==> config.mk <==
export PLATFORM = sky130hd
export DESIGN_NAME = id_operand_stage
export DESIGN_NICKNAME = d
export VERILOG_FILES = /design/src/rtl/id_operand_stage.sv
export SDC_FILE = /design/constraint.sdc
export NUM_CORES = 1
export LEC_CHECK = 0
export CORE_UTILIZATION = 41
export DETAILED_ROUTE_END_ITERATION = 6
export GPL_ROUTABILITY_DRIVEN = 0
export GPL_TIMING_DRIVEN = 0
export PLACE_DENSITY = 0.83
export SLEW_MARGIN = 20
export SYNTH_ARGS = -nofsm -noshare
export SYNTH_HDL_FRONTEND = slang
export SYNTH_SLANG_ARGS = --single-unit
==> constraint.sdc <==
create_clock -name clk -period 2.8 [get_ports clk]
set_input_delay 0.42 -clock clk [delete_from_list [all_inputs] [get_ports clk]]
set_output_delay 0.42 -clock clk [all_outputs]
set_load 0.01 [all_outputs]
==> src/rtl/id_operand_stage.sv <==
// ID/EX operand resolution and pipeline register: forwards from younger stages,
// interlocks on pending loads, holds on downstream stall, squashes on flush.
module id_operand_stage #(
    parameter int DW          = 16,
    parameter int RA_W        = 4,
    parameter int CTRL_W      = 16,
    parameter int NUM_FWD     = 2,
    parameter int ZERO_REG_EN = 0,
    parameter int STAT_W      = 16
) (
    input  logic                    clk,
    input  logic                    rst,
    input  logic                    in_valid,
    input  logic [CTRL_W-1:0]       in_ctrl,
    input  logic                    op0_re,
    input  logic [RA_W-1:0]         op0_addr,
    input  logic [DW-1:0]           op0_rf_data,
    input  logic [DW-1:0]           op0_alt,
    input  logic                    op1_re,
    input  logic [RA_W-1:0]         op1_addr,
    input  logic [DW-1:0]           op1_rf_data,
    input  logic [DW-1:0]           op1_alt,
    input  logic [NUM_FWD-1:0]      fwd_we,
    input  logic [NUM_FWD*RA_W-1:0] fwd_waddr,
    input  logic [NUM_FWD*DW-1:0]   fwd_wdata,
    input  logic [NUM_FWD-1:0]      fwd_pending,
    input  logic                    flush,
    input  logic                    ds_stall,
    output logic                    stall_req,
    output logic                    out_valid,
    output logic [CTRL_W-1:0]       out_ctrl,
    output logic [DW-1:0]           out_op0,
    output logic [DW-1:0]           out_op1,
    output logic [STAT_W-1:0]       stall_cnt
);

    typedef enum logic [1:0] {RUN, INTERLOCK, HOLD} state_t;

    state_t state, state_n;

    logic          op_re   [2];
    logic [RA_W-1:0] op_addr [2];
    logic [DW-1:0] op_rf   [2];
    logic [DW-1:0] op_alt  [2];
    logic [DW-1:0] op_val  [2];
    logic          op_haz  [2];

    logic hazard;
    logic load;
    logic bubble;
    logic inc;

    always_comb begin
        op_re[0]   = op0_re;
        op_addr[0] = op0_addr;
        op_rf[0]   = op0_rf_data;
        op_alt[0]  = op0_alt;
        op_re[1]   = op1_re;
        op_addr[1] = op1_addr;
        op_rf[1]   = op1_rf_data;
        op_alt[1]  = op1_alt;
    end

    // The first (youngest) matching source decides; older matches are masked by hit.
    always_comb begin
        logic hit;
        for (int unsigned k = 0; k < 2; k++) begin
            op_val[k] = op_rf[k];
            op_haz[k] = 1'b0;
            hit       = 1'b0;
            if (!op_re[k]) begin
                op_val[k] = op_alt[k];
            end else if (ZERO_REG_EN != 0 && op_addr[k] == '0) begin
                op_val[k] = '0;
            end else begin
                for (int unsigned i = 0; i < NUM_FWD; i++) begin
                    if (!hit && fwd_we[i] && fwd_waddr[i*RA_W +: RA_W] == op_addr[k]) begin
                        hit = 1'b1;
                        if (fwd_pending[i]) begin
                            op_haz[k] = 1'b1;
                        end else begin
                            op_val[k] = fwd_wdata[i*DW +: DW];
                        end
                    end
                end
            end
        end
    end

    assign hazard    = in_valid & (op_haz[0] | op_haz[1]);
    assign stall_req = ~rst & ~flush & (hazard | ds_stall);

    always_comb begin
        state_n = state;
        load    = 1'b0;
        bubble  = 1'b0;
        inc     = 1'b0;
        if (flush) begin
            bubble  = 1'b1;
            state_n = RUN;
        end else if (ds_stall) begin
            state_n = HOLD;
        end else if (hazard) begin
            bubble  = 1'b1;
            inc     = 1'b1;
            state_n = INTERLOCK;
        end else begin
            load    = 1'b1;
            state_n = RUN;
        end
    end

    always_ff @(posedge clk) begin
        if (rst) begin
            state     <= RUN;
            out_valid <= 1'b0;
            out_ctrl  <= '0;
            out_op0   <= '0;
            out_op1   <= '0;
            stall_cnt <= '0;
        end else begin
            state <= state_n;
            if (load) begin
                out_valid <= in_valid;
                out_ctrl  <= in_ctrl;
                out_op0   <= op_val[0];
                out_op1   <= op_val[1];
            end else if (bubble) begin
                out_valid <= 1'b0;
            end
            if (inc && stall_cnt != '1) begin
                stall_cnt <= stall_cnt + STAT_W'(1);
            end
        end
    end

endmodule

==> metrics.md <==
| Metric | Value |
|---|---|
| Main combinational cell family by area after synthesis | compound AO/OA/AOI/OAI gates |
| Final hold vios | 0 |
| Synthesized Nets | 652 |
| PortBufs | between 200 and 250 |
| Core area | 0.00973 mm² |
| DR vias | 5040 |
| CP peak stage delay | between 0.5 and 0.6 ns |
| #FFs+latches synth | 65 |
| Commonest non-fill, non-tap cell in the layout | clkdlybuf4s50_1 |
| CTS tree | yes |
| Layout Nets | between 800 and 900 |
| Max VDD drop | ~0.00023 V |
| Highest Clock Rate | 0.368 GHz |
| Post-synth EDFFs | 0 |
| Unique masters post-synth | between 40 and 50 |
| Root Buffer | clkbuf_8 |
| Global-route wire length before repair | approximately 24 mm |
| Worst-Skew Late Latency | around 0.33 ns |
| Ys Warns | 0 |
| Vias per cell | a little under 6 |
| CTS H-tree depth | 3 |
| Final Max Slew Viols | 0 |
| Final wirelength | ~16 mm |
| Num rows | 36 |
| Post-synthesis compound-gate area fraction | 0.296 |
| PwrDens | 383 mW/mm² |
| Hold Buf Count CTS | 0 |
| Worst EP required | ~3 ns |
| CP Capture Type | flop |
| Period utilization | 0.969 |
| Cell Chain, Critical Path | clkdlybuf4s50_1 > xor2_1 > nor3_4 > buf_4 > a211oi_2 > buf_2 > nor3_1 > o311ai_0 > nand2_1 |
| Post-synthesis simple-gate area fraction | 0.255 |
| Max Root-Sink Buffers | 2 |
| Vias in the first global route | slightly below 5000 |
| Antenna violations before repair | 0 |
| Layout area overhead | 61.1% |
| Post-synth top flop | dfxtp_1 |
| Total CTS buffers | 9 |
| Slew HR | 0.614 |
| Post-route ant nets | 0 |
| Final std cells w/o fill | between 800 and 900 |
| Xor and xnor area share after synthesis | 0.0299 |
| Clock skew | 0.00363 ns |
| Clk sinks | 65 |
| CP startpoint kind | input pin |
| Pin count of the biggest net entering global routing | 13 |
| Worst Path Max Fanout | 10 |
| Gr usage total | 0.293 |
| Storage cell area | 0.00130 mm² |
| Layout fillers | between 800 and 900 |
| Grt total ovfl | 0 |
| Die extent in x | roughly 100 µm |
| DRC | 0 |
| Post-DP HPWL | 12.4 mm |
| Post-synthesis adder-cell area fraction | 0.00305 |
| Run status | finished, final reports clean |
| Starting Density | 0.422 |
| CTS clock-pin slew for the worst setup and hold paths | 0.08 ns |
| Post-Syn Instances | between 500 and 600 |
| Cell leakage power | approximately 2.3 nW |
| CP max stage cell | o311ai_0 |
| Placed insts | 848 |
| Slew @ Worst Pin | roughly 0.57 ns |
| Final setup violation count | 0 |
| Mapped Area | just over 0.004 mm² |
| Die height | roughly 100 µm |
| Hold Path Class | flop to flop |
| Mux contribution to synthesized area | 0.0466 |
| DIE AREA | 0.0104 mm² |
| Initial DRC Count | about 260 |
| Maximum capacitance violations | 0 |
| Most frequent cells in the layout | clkdlybuf4s50_1 (202), dfxtp_1 (65), nand2_1 (41) |
| Ports | roughly 200 |
| DR pass1 iterations | 5 |
| Layout cells sized above 1 | 0.0871 |
| Setup TNS | 0 ns |
| Final core occ | 0.680 |
| CP arrival | about 2.9 ns |
| Seq/Total Area, Yosys | 0.317 |
| Avg Cell Area, Syn | around 8.0 µm² |
| Routed wire per std cell | around 18 µm |
| Post-synth ARST share | 0 |
| Multi-input gate area | approximately 0.0026 mm² |
| Critical path class | input pin to flop |
| Ant. Diodes | 0 |
| Min Tclk post-route | 2.71 ns |
| RSZ-0062 raised after global routing | no |
[per-layer routing]
layer,track usage,up-vias,wire length [µm]
met1,0.323,2339,5760
met4,0.144,0,582
met5,0,-,0
li1,-,2376,-
met2,0.539,278,7940
met3,0.0540,47,1220
[metrics by stage]
step	setup slack (ns)	power [mW]	hold WS, ns	area (µm²)
floorplan	0.441	1.24	0.498	4110
global placement	-0.788	1.59	0.460	6300
detailed placement	-0.820	1.60	0.472	6300
CTS	0.153	2.53	0.483	6590
global route	0.00794	2.63	0.514	6620
finish	0.0860	2.54	0.483	6620
[worst max-delay path: cells and delay by family]
| kind | cells | cell delay, ns |
|---|---|---|
| AOI/OAI and AO/OA | 2 | 0.92 |
| xor gates and xnor gates | 1 | 0.27 |
| buffers and inverters | 3 | 0.97 |
| and+or+nand+nor | 3 | 0.32 |
[where the power goes]
group          internal (mW)  total, mW  switching (mW)  leakage, nW
Combinational          0.351      0.618           0.267         1.67
Sequential             0.964      0.987          0.0228        0.530
Clock                  0.529      0.930           0.401        0.113
[worst paths after layout]
path / start / depth (start not counted) / slack [ns] / endpoint
min: out_ctrl[9] / 2 / 0.48 / out_ctrl[9]
min reg2reg: out_ctrl[9] / 2 / 0.48 / out_ctrl[9]
max reg2reg: stall_cnt[3] / 6 / 0.78 / stall_cnt[6]
max: op1_addr[1] / 9 / 0.09 / out_op1[8]
[layout make-up]
class,instances,share of cell area
clock inverters,6,0.0136
flip-flops and latches,65,0.197
multi-input cells,395,0.398
inverters,6,0.00340
well taps,133,0.0252
repair buffers,209,0.314
plain buffers,44,0.0280
clock buffers,10,0.0208
[cell families after synthesis]
kind of cell             after synthesis
AO/OA/AOI/OAI                        169
XOR/XNOR                              14
adder cells (fa/ha/maj)                1
buffers and inverters                 52
flip-flops                            65
multiplexers                          17
AND/OR/NAND/NOR                      194
[registers in the layout, summed over array words and instances (netlist names)]
name and cells:
out_ctrl 16, out_op0 16, out_op1 16, stall_cnt 16, out_valid 1
[cell usage after synthesis (2+ instances only)]
library cell | n | area share
and2_1 | 2 | 0.0030
nand3_1 | 7 | 0.0085
o31a_1 | 15 | 0.032
a311oi_1 | 16 | 0.034
nand2_1 | 41 | 0.037
nor2_1 | 24 | 0.022
nor3_1 | 19 | 0.023
o21ai_0 | 20 | 0.024
a31oi_1 | 19 | 0.029
xor2_1 | 4 | 0.0085
or4_1 | 8 | 0.015
buf_2 | 11 | 0.013
o31ai_1 | 9 | 0.016
nand2b_1 | 37 | 0.056
and4_1 | 3 | 0.0064
a21oi_1 | 29 | 0.035
clkbuf_1 | 34 | 0.031
or3_1 | 3 | 0.0046
nand4_1 | 7 | 0.011
and3_1 | 20 | 0.030
dfxtp_1 | 65 | 0.32
nor2b_1 | 21 | 0.032
inv_1 | 4 | 0.0037
o311ai_0 | 16 | 0.034
xnor2_1 | 10 | 0.021
mux2_2 | 17 | 0.047
a211oi_1 | 3 | 0.0055
o211ai_1 | 32 | 0.059
a211o_1 | 2 | 0.0043
[repair_timing]
| item | in CTS | in global routing |
|---|---|---|
| pin swaps | 4 | 1 |
| resized for setup | 7 | 5 |
| endpoints found under the hold margin | 0 | 0 |
| setup buffers | 5 | 1 |
| setup endpoints to repair | 1 | 10 |
(Power assumes the default switching activity.)
